[src/rtl/pipe_pkg.sv]
// Shared definitions for the single-bit pipe stream blocks.
// The framer state encoding lives here so that receivers and framers agree on it.
package pipe_pkg;

    typedef enum logic {
        PIPE_HUNT   = 1'b0,
        PIPE_LOCKED = 1'b1
    } pipe_state_e;

    // Receivers wait for an explicit sync strobe unless told otherwise.
    localparam bit PIPE_SYNC_REQ_DEF = 1'b1;

endpackage

[src/rtl/pipe_deser.sv]
// Serial-to-parallel receiver: assembles LN strobed bits LSB-first into a word and
// offers it on a valid/ready port. The serial side cannot stall, so drops are reported sticky.
module pipe_deser
    import pipe_pkg::*;
#(
    parameter int LN       = 8,
    parameter bit SYNC_REQ = PIPE_SYNC_REQ_DEF
) (
    input  logic          i_clk,
    input  logic          i_reset_n,
    input  logic          i_ce,
    input  logic          i_bit,
    input  logic          i_sync,
    output logic [LN-1:0] o_word,
    output logic          o_valid,
    input  logic          i_ready,
    output logic          o_locked,
    output logic          o_overrun,
    input  logic          i_clr_overrun
);

    localparam int              CW   = $clog2(LN);
    localparam logic [CW-1:0]   LAST = CW'(LN - 1);
    localparam logic [CW-1:0]   ONE  = CW'(1);

    pipe_state_e   state;
    logic [LN-1:0] sreg;
    logic [CW-1:0] cnt;
    logic [CW-1:0] eff;
    logic [LN-1:0] word_next;
    logic          accept;
    logic          complete;
    logic          drop;

    // A sync strobe forces the incoming bit to be bit 0, even while hunting.
    assign eff       = i_sync ? '0 : cnt;
    assign accept    = i_ce && ((state == PIPE_LOCKED) || i_sync);
    assign complete  = accept && (eff == LAST);
    assign word_next = {i_bit, sreg[LN-1:1]};
    assign drop      = complete && o_valid && !i_ready;
    assign o_locked  = (state == PIPE_LOCKED);

    always_ff @(posedge i_clk or negedge i_reset_n) begin
        if (!i_reset_n) begin
            state <= SYNC_REQ ? PIPE_HUNT : PIPE_LOCKED;
            sreg  <= '0;
            cnt   <= '0;
        end else if (accept) begin
            state <= PIPE_LOCKED;
            sreg  <= word_next;
            cnt   <= (eff == LAST) ? '0 : eff + ONE;
        end
    end

    always_ff @(posedge i_clk or negedge i_reset_n) begin
        if (!i_reset_n) begin
            o_word  <= '0;
            o_valid <= 1'b0;
        end else if (complete && (!o_valid || i_ready)) begin
            o_word  <= word_next;
            o_valid <= 1'b1;
        end else if (!complete && o_valid && i_ready) begin
            o_valid <= 1'b0;
        end
    end

    // A drop in the same cycle as a clear keeps the flag set.
    always_ff @(posedge i_clk or negedge i_reset_n) begin
        if (!i_reset_n)
            o_overrun <= 1'b0;
        else if (drop)
            o_overrun <= 1'b1;
        else if (i_clr_overrun)
            o_overrun <= 1'b0;
    end

`ifndef SYNTHESIS
    a_word_stable: assert property (@(posedge i_clk) disable iff (!i_reset_n)
        $past(o_valid && !i_ready) |-> $stable(o_word));

    a_cnt_range: assert property (@(posedge i_clk) disable iff (!i_reset_n)
        int'(cnt) < LN);

    a_overrun_sticky: assert property (@(posedge i_clk) disable iff (!i_reset_n)
        $fell(o_overrun) |-> $past(i_clr_overrun));
`endif

endmodule

[config.mk]
export PLATFORM = sky130hd
export DESIGN_NAME = pipe_deser
export DESIGN_NICKNAME = d
export VERILOG_FILES = /design/src/rtl/pipe_pkg.sv /design/src/rtl/pipe_deser.sv
export SDC_FILE = /design/constraint.sdc
export NUM_CORES = 1
export LEC_CHECK = 0
export BUFFER_PORTS_ARGS = -buffer_cell sky130_fd_sc_hd__buf_2
export CAP_MARGIN = 20
export CORE_AREA = 2 2 43 45
export CTS_CLUSTER_SIZE = 16
export DETAILED_ROUTE_END_ITERATION = 7
export DIE_AREA = 0 0 45 47
export PLACE_DENSITY = 0.76
export SETUP_SLACK_MARGIN = 0.02
export SLEW_MARGIN = 20
export SYNTH_ARGS = -nofsm -noshare
export SYNTH_HDL_FRONTEND = slang
export SYNTH_SLANG_ARGS = --single-unit
export TNS_END_PERCENT = 10
[constraint.sdc]
create_clock -name i_clk -period 2.5 [get_ports i_clk]
set_input_delay 0.5 -clock i_clk [delete_from_list [all_inputs] [get_ports i_clk]]
set_output_delay 0.5 -clock i_clk [all_outputs]
set_load 0.05 [all_outputs]
# ---- Word level (Yosys, flattened, before mapping)
# Index checks and enable logic that the tools add are counted.
dict set report op_classes {
  add_sub_neg 1
  n_eq_ne 1
  muxes 6
  reduce_logical 14
}
# cell count
set op_table {}
lappend op_table {{$logic_and 1x1->1} 7}
lappend op_table {{$mux 3} 2}
lappend op_table {{$mux 1} 4}
lappend op_table {{$reduce_bool 2->1} 2}
lappend op_table {{$add 3x1->3 const B} 1}
lappend op_table {{$eq 3x3->1 const B} 1}
lappend op_table {{$logic_not 1->1} 3}
lappend op_table {{$logic_or 1x1->1} 2}
dict set report word_totals {
  regBits 22
  inputBits 7
  output_inout_bits 11
  word_cells 28
}

# ---- Longest topological paths before layout
dict set report depth {
  word_depth 8
  depth_mapped 5
  mapped_depth_nobuf 5
}

# ---- Least setup slack after synthesis
# No wires, ideal clock.
dict set report synth_timing {
  kind {input -> register}
  start {input i_sync}
  end {register o_word[0]}
  setup_ps 125
  t_arrival_ps 1508
  slack_ps 868
  path_stages 5
  path_buffers 0
  path_cell_list {and2b_1 -> ha_1 -> ha_1 -> nand3_4 -> mux2_2}
}
dict set report synth_via {
  elab_chain_len 4
  elab_cells_between_ends 6
}
# element line_no
set synth_rtl {}
lappend synth_rtl {{start, declared} pipe_deser.sv:13} ;# input logic i_sync,
lappend synth_rtl {{$mux 3 / $logic_or 1x1->1 (equally long branches)} {pipe_deser.sv:36, pipe_deser.sv:37}}
lappend synth_rtl {{$eq 3x3->1 / $logic_and 1x1->1 (equally long branches)} {pipe_deser.sv:38, pipe_deser.sv:37}}
lappend synth_rtl {{$logic_and 1x1->1 (*)} pipe_deser.sv:38} ;# assign complete = accept && (eff == LAST);
lappend synth_rtl {{$logic_and 1x1->1 (*)} pipe_deser.sv:59} ;# end else if (complete && (!o_valid || i_ready)) begin
lappend synth_rtl {{end signal, assigned} pipe_deser.sv:60} ;# o_word <= word_next;
lappend synth_rtl {{end, declared} pipe_deser.sv:14} ;# output logic [LN-1:0] o_word,
# Mark *: on every way between the ends. The rest lies on a longest branch, timed or not.
# A chain may end at the register's enable or synchronous reset.

# ---- Worst setup path in the final report
dict set report layout_timing {
  start {register cnt[0]}
  end {register o_word[3]}
}
dict set report layout_via {
  elab_chain_len 4
}
# element line_no
set layout_rtl {}
lappend layout_rtl {{start, declared} pipe_deser.sv:28} ;# logic [CW-1:0] cnt;
lappend layout_rtl {{start signal, assigned} pipe_deser.sv:51} ;# cnt <= (eff == LAST) ? '0 : eff + ONE;
lappend layout_rtl {{$mux 3} pipe_deser.sv:36} ;# assign eff = i_sync ? '0 : cnt;
lappend layout_rtl {{$eq 3x3->1} pipe_deser.sv:38}
lappend layout_rtl {{$logic_and 1x1->1} pipe_deser.sv:38}
lappend layout_rtl {{$logic_and 1x1->1} pipe_deser.sv:59}
# No other way between the ends.

==> results.yml <==
drt:
  wire_per_inst_um: 12.2
  drt-vias-per-instance: 4.94
  drc: 0
  ant_nets: 0
  firstDrtPassIters: 4
  drt_wl_total_mm: 1.35
  vias: 548
  drt-initial-drc-count: 8
timing:
  setup_slack_ns: 0.911
  hold_ws_ns: 0.135
  slew_headroom_pct: 70.0
  slew_violations: 0
  period_share_pct: 63.6
  period_minus_slack_ns: 1.59
  fin_tns_setup_ns: 0
  tightest_slew_ns: 0.450
  max_freq_mhz: 629
  setup_viol: 0
  skew_ns: 0.00824
  hold_viol_final: 0
  rsz0062_at_grt: "false"
status:
  outcome: "finished, final reports clean"
floorplanning:
  die_x_um: 45
  rows: 15
  ios: 18
  dieArea_sq_um: 2120
  start_util_pct: 51.1
  core_area_sq_um: 1650
  die_height_um: 47
global_routing:
  grt_pass1_vias: 527
  grt_pass1_wl_mm: 2.28
  antenna_found_initial: 0
  track_usage_pct: 15.2
  overflow: 0
  grt_max_degree: 22
final_layout:
  layout-drive-gt1-share_pct: 34.0
  antennaDiodeCount: 0
  layout_common_cells: "nand2_1 (30), dfrtp_1 (21), buf_2 (17), mux2_2 (8)"
  final_common_cell: "nand2_1"
  nNetsFinal: 104
  area_delta_synth_final_pct: 15.6
synthesis:
  synth_mux_area_share_pct: 10.7
  synth_xor_area_share_pct: 0
  synthCells: 74
  netlist_area_sq_um: 845
  ys_seq_elements: 21
  synthAdderAreaFrac_pct: 2.96
  synth_area_leaders: "dfrtp_1 (62%), nand2_1 (13%), mux2_2 (11%)"
  ys_types: 12
  synth_compound_area_share_pct: 2.96
  yosys.area.top_type: "dfrtp_1"
  yosysSeqAreaShare_pct: 62.2
  synth_nets: 83
  syn_avg_cell_area_sq_um: 11.4
  synth_top_family_by_area: "simple AND/OR/NAND/NOR gates"
  synth_top_area_share_pct: 62.2
  yosysWarnings: 0
  synthSimpleGateAreaFrac_pct: 19.6
power:
  p_leak_nw: 0.563
  seq_power_share_pct: 63.4
  switching_share_pct: 25.4
  power_switching_mw: 0.152
  ir_drop_mv: 0.382
  combPwrFrac_pct: 10.6
  p_int_mw: 0.447
  power_density_nw_per_um2: 614
  clockPowerShare_pct: 26.0
place:
  hpwlAfterDp_um: 934
  gp_congestion: 0.775
  pre_cts_ws_ns: 0.682
  io_buffers: 17
critical_path:
  endpoint_kind: "register"
  cp-start-kind: "register"
  crit_slowest_cell: "dfrtp_1"
  crit_type: "register to register"
  crit_chain: "and2b_1 > ha_1 > ha_1 > nand3_4 > mux2_2"
  max_stage_delay_ns: 0.40
  crit_arrival_ns: 1.77
  cp_common_cell: "ha_1"
  cp-startpoint: "cnt[0]"
  cp_max_fo: 8
  rr_startpoint: "cnt[0]"
  worst_ep_required_time_ns: 2.68
cts:
  cts.repair.resized: 0
  numCtsBuffers: 3
  cts_tree: "done"
  post_cts_buffers: 0
  cts_hold_buf: 0
  clk_pin_slew_worst_paths_ns: 0.12
  root_buffer: "clkbuf_4"
  clkSinkCount: 21
  cts_buffer_depth: 2
  htreeDepth: 1
  clkLatencyLatePin_ns: 0.29
run:
  maxCapViolCount: 0
worst_hold_path:
  hold_path.class: "primary input to async pin"
path summary, 6_finish.rpt:
| check | cells past startpoint | end | slack (ns) |
|---|---|---|---|
| max | 5 | o_word[3] | 0.91 |
| min | 1 | sreg[3] | 0.13 |
| max reg2reg | 5 | o_word[3] | 0.91 |
| min reg2reg | 2 | sreg[1] | 0.49 |
| max in group asynchronous | 1 | sreg[1] | 2.05 |
| min in group i_clk | 2 | o_overrun | 0.40 |
critical path: cells and delay by family (launching register included):
kind / cells / cell delay [ns]
AND/OR/NAND/NOR: 2 / 0.31
adder cells (fa/ha/maj): 2 / 0.43
multiplexers: 1 / 0.35
flip-flops: 1 / 0.40
cell families (layout without fill, tap and decap cells):
group,after synthesis,count (layout)
AND/OR/NAND/NOR,36,36
multiplexers,8,8
adder cells (fa/ha/maj),2,2
buffers and inverters,3,23
flip-flops,21,21
AO/OA/AOI/OAI,4,4
area by class of cell:
type / count / area (sq um)
tap: 17 / 21.3
inverter: 1 / 3.75
sequential: 21 / 526
fill: 156 / 676
timing repair buffer: 18 / 92.6
multi-input combinational: 50 / 305
clock inverter: 1 / 5.00
clock buffer: 3 / 22.5
flip-flops by register name, indices dropped and copies added (netlist names):
signal / count
cnt: 3
o_word: 8
o_valid: 1
sreg: 7
o_locked: 1
o_overrun: 1
per-layer routing:
layer / up-vias / track usage, % / share of wire, %
li1: 278 / - / -
met1: 257 / 20.7 / 48
met2: 11 / 24.9 / 47
met3: 2 / 2.31 / 3.8
met4: 0 / 5.29 / 1.0
met5: - / 0 / 0
power by group through the flow:
stage               Combinational (mW)  Sequential (mW)  Clock (mW)
detailed placement              0.0634            0.387           0
finish                          0.0636            0.380       0.156
global route                    0.0735            0.384       0.177
floorplan                       0.0321            0.393           0
CTS                             0.0654            0.380       0.161
global placement                0.0619            0.386           0
synthesized netlist by cell type:
master / instances
o21ai_0: 2
nand2_1: 30
nand3_4: 1
nand2b_1: 2
and2b_1: 3
dfrtp_1: 21
o21a_2: 1
mux2_2: 8
inv_1: 1
ha_1: 2
buf_2: 2
o22ai_1: 1
per-stage QoR:
stage          total power [mW]  utilization, %  instance area [sq um]  std cells
6_report                  0.599            59.1                    976        111
5_1_grt                   0.634            59.1                    976        111
4_1_cts                   0.606            59.1                    976        111
3_5_place_dp              0.450            57.4                    948        107
3_3_place_gp              0.448            57.4                    948        107
2_1_floorplan             0.425               -                    845         74
No activity file was read; power rests on OpenSTA's default activity.
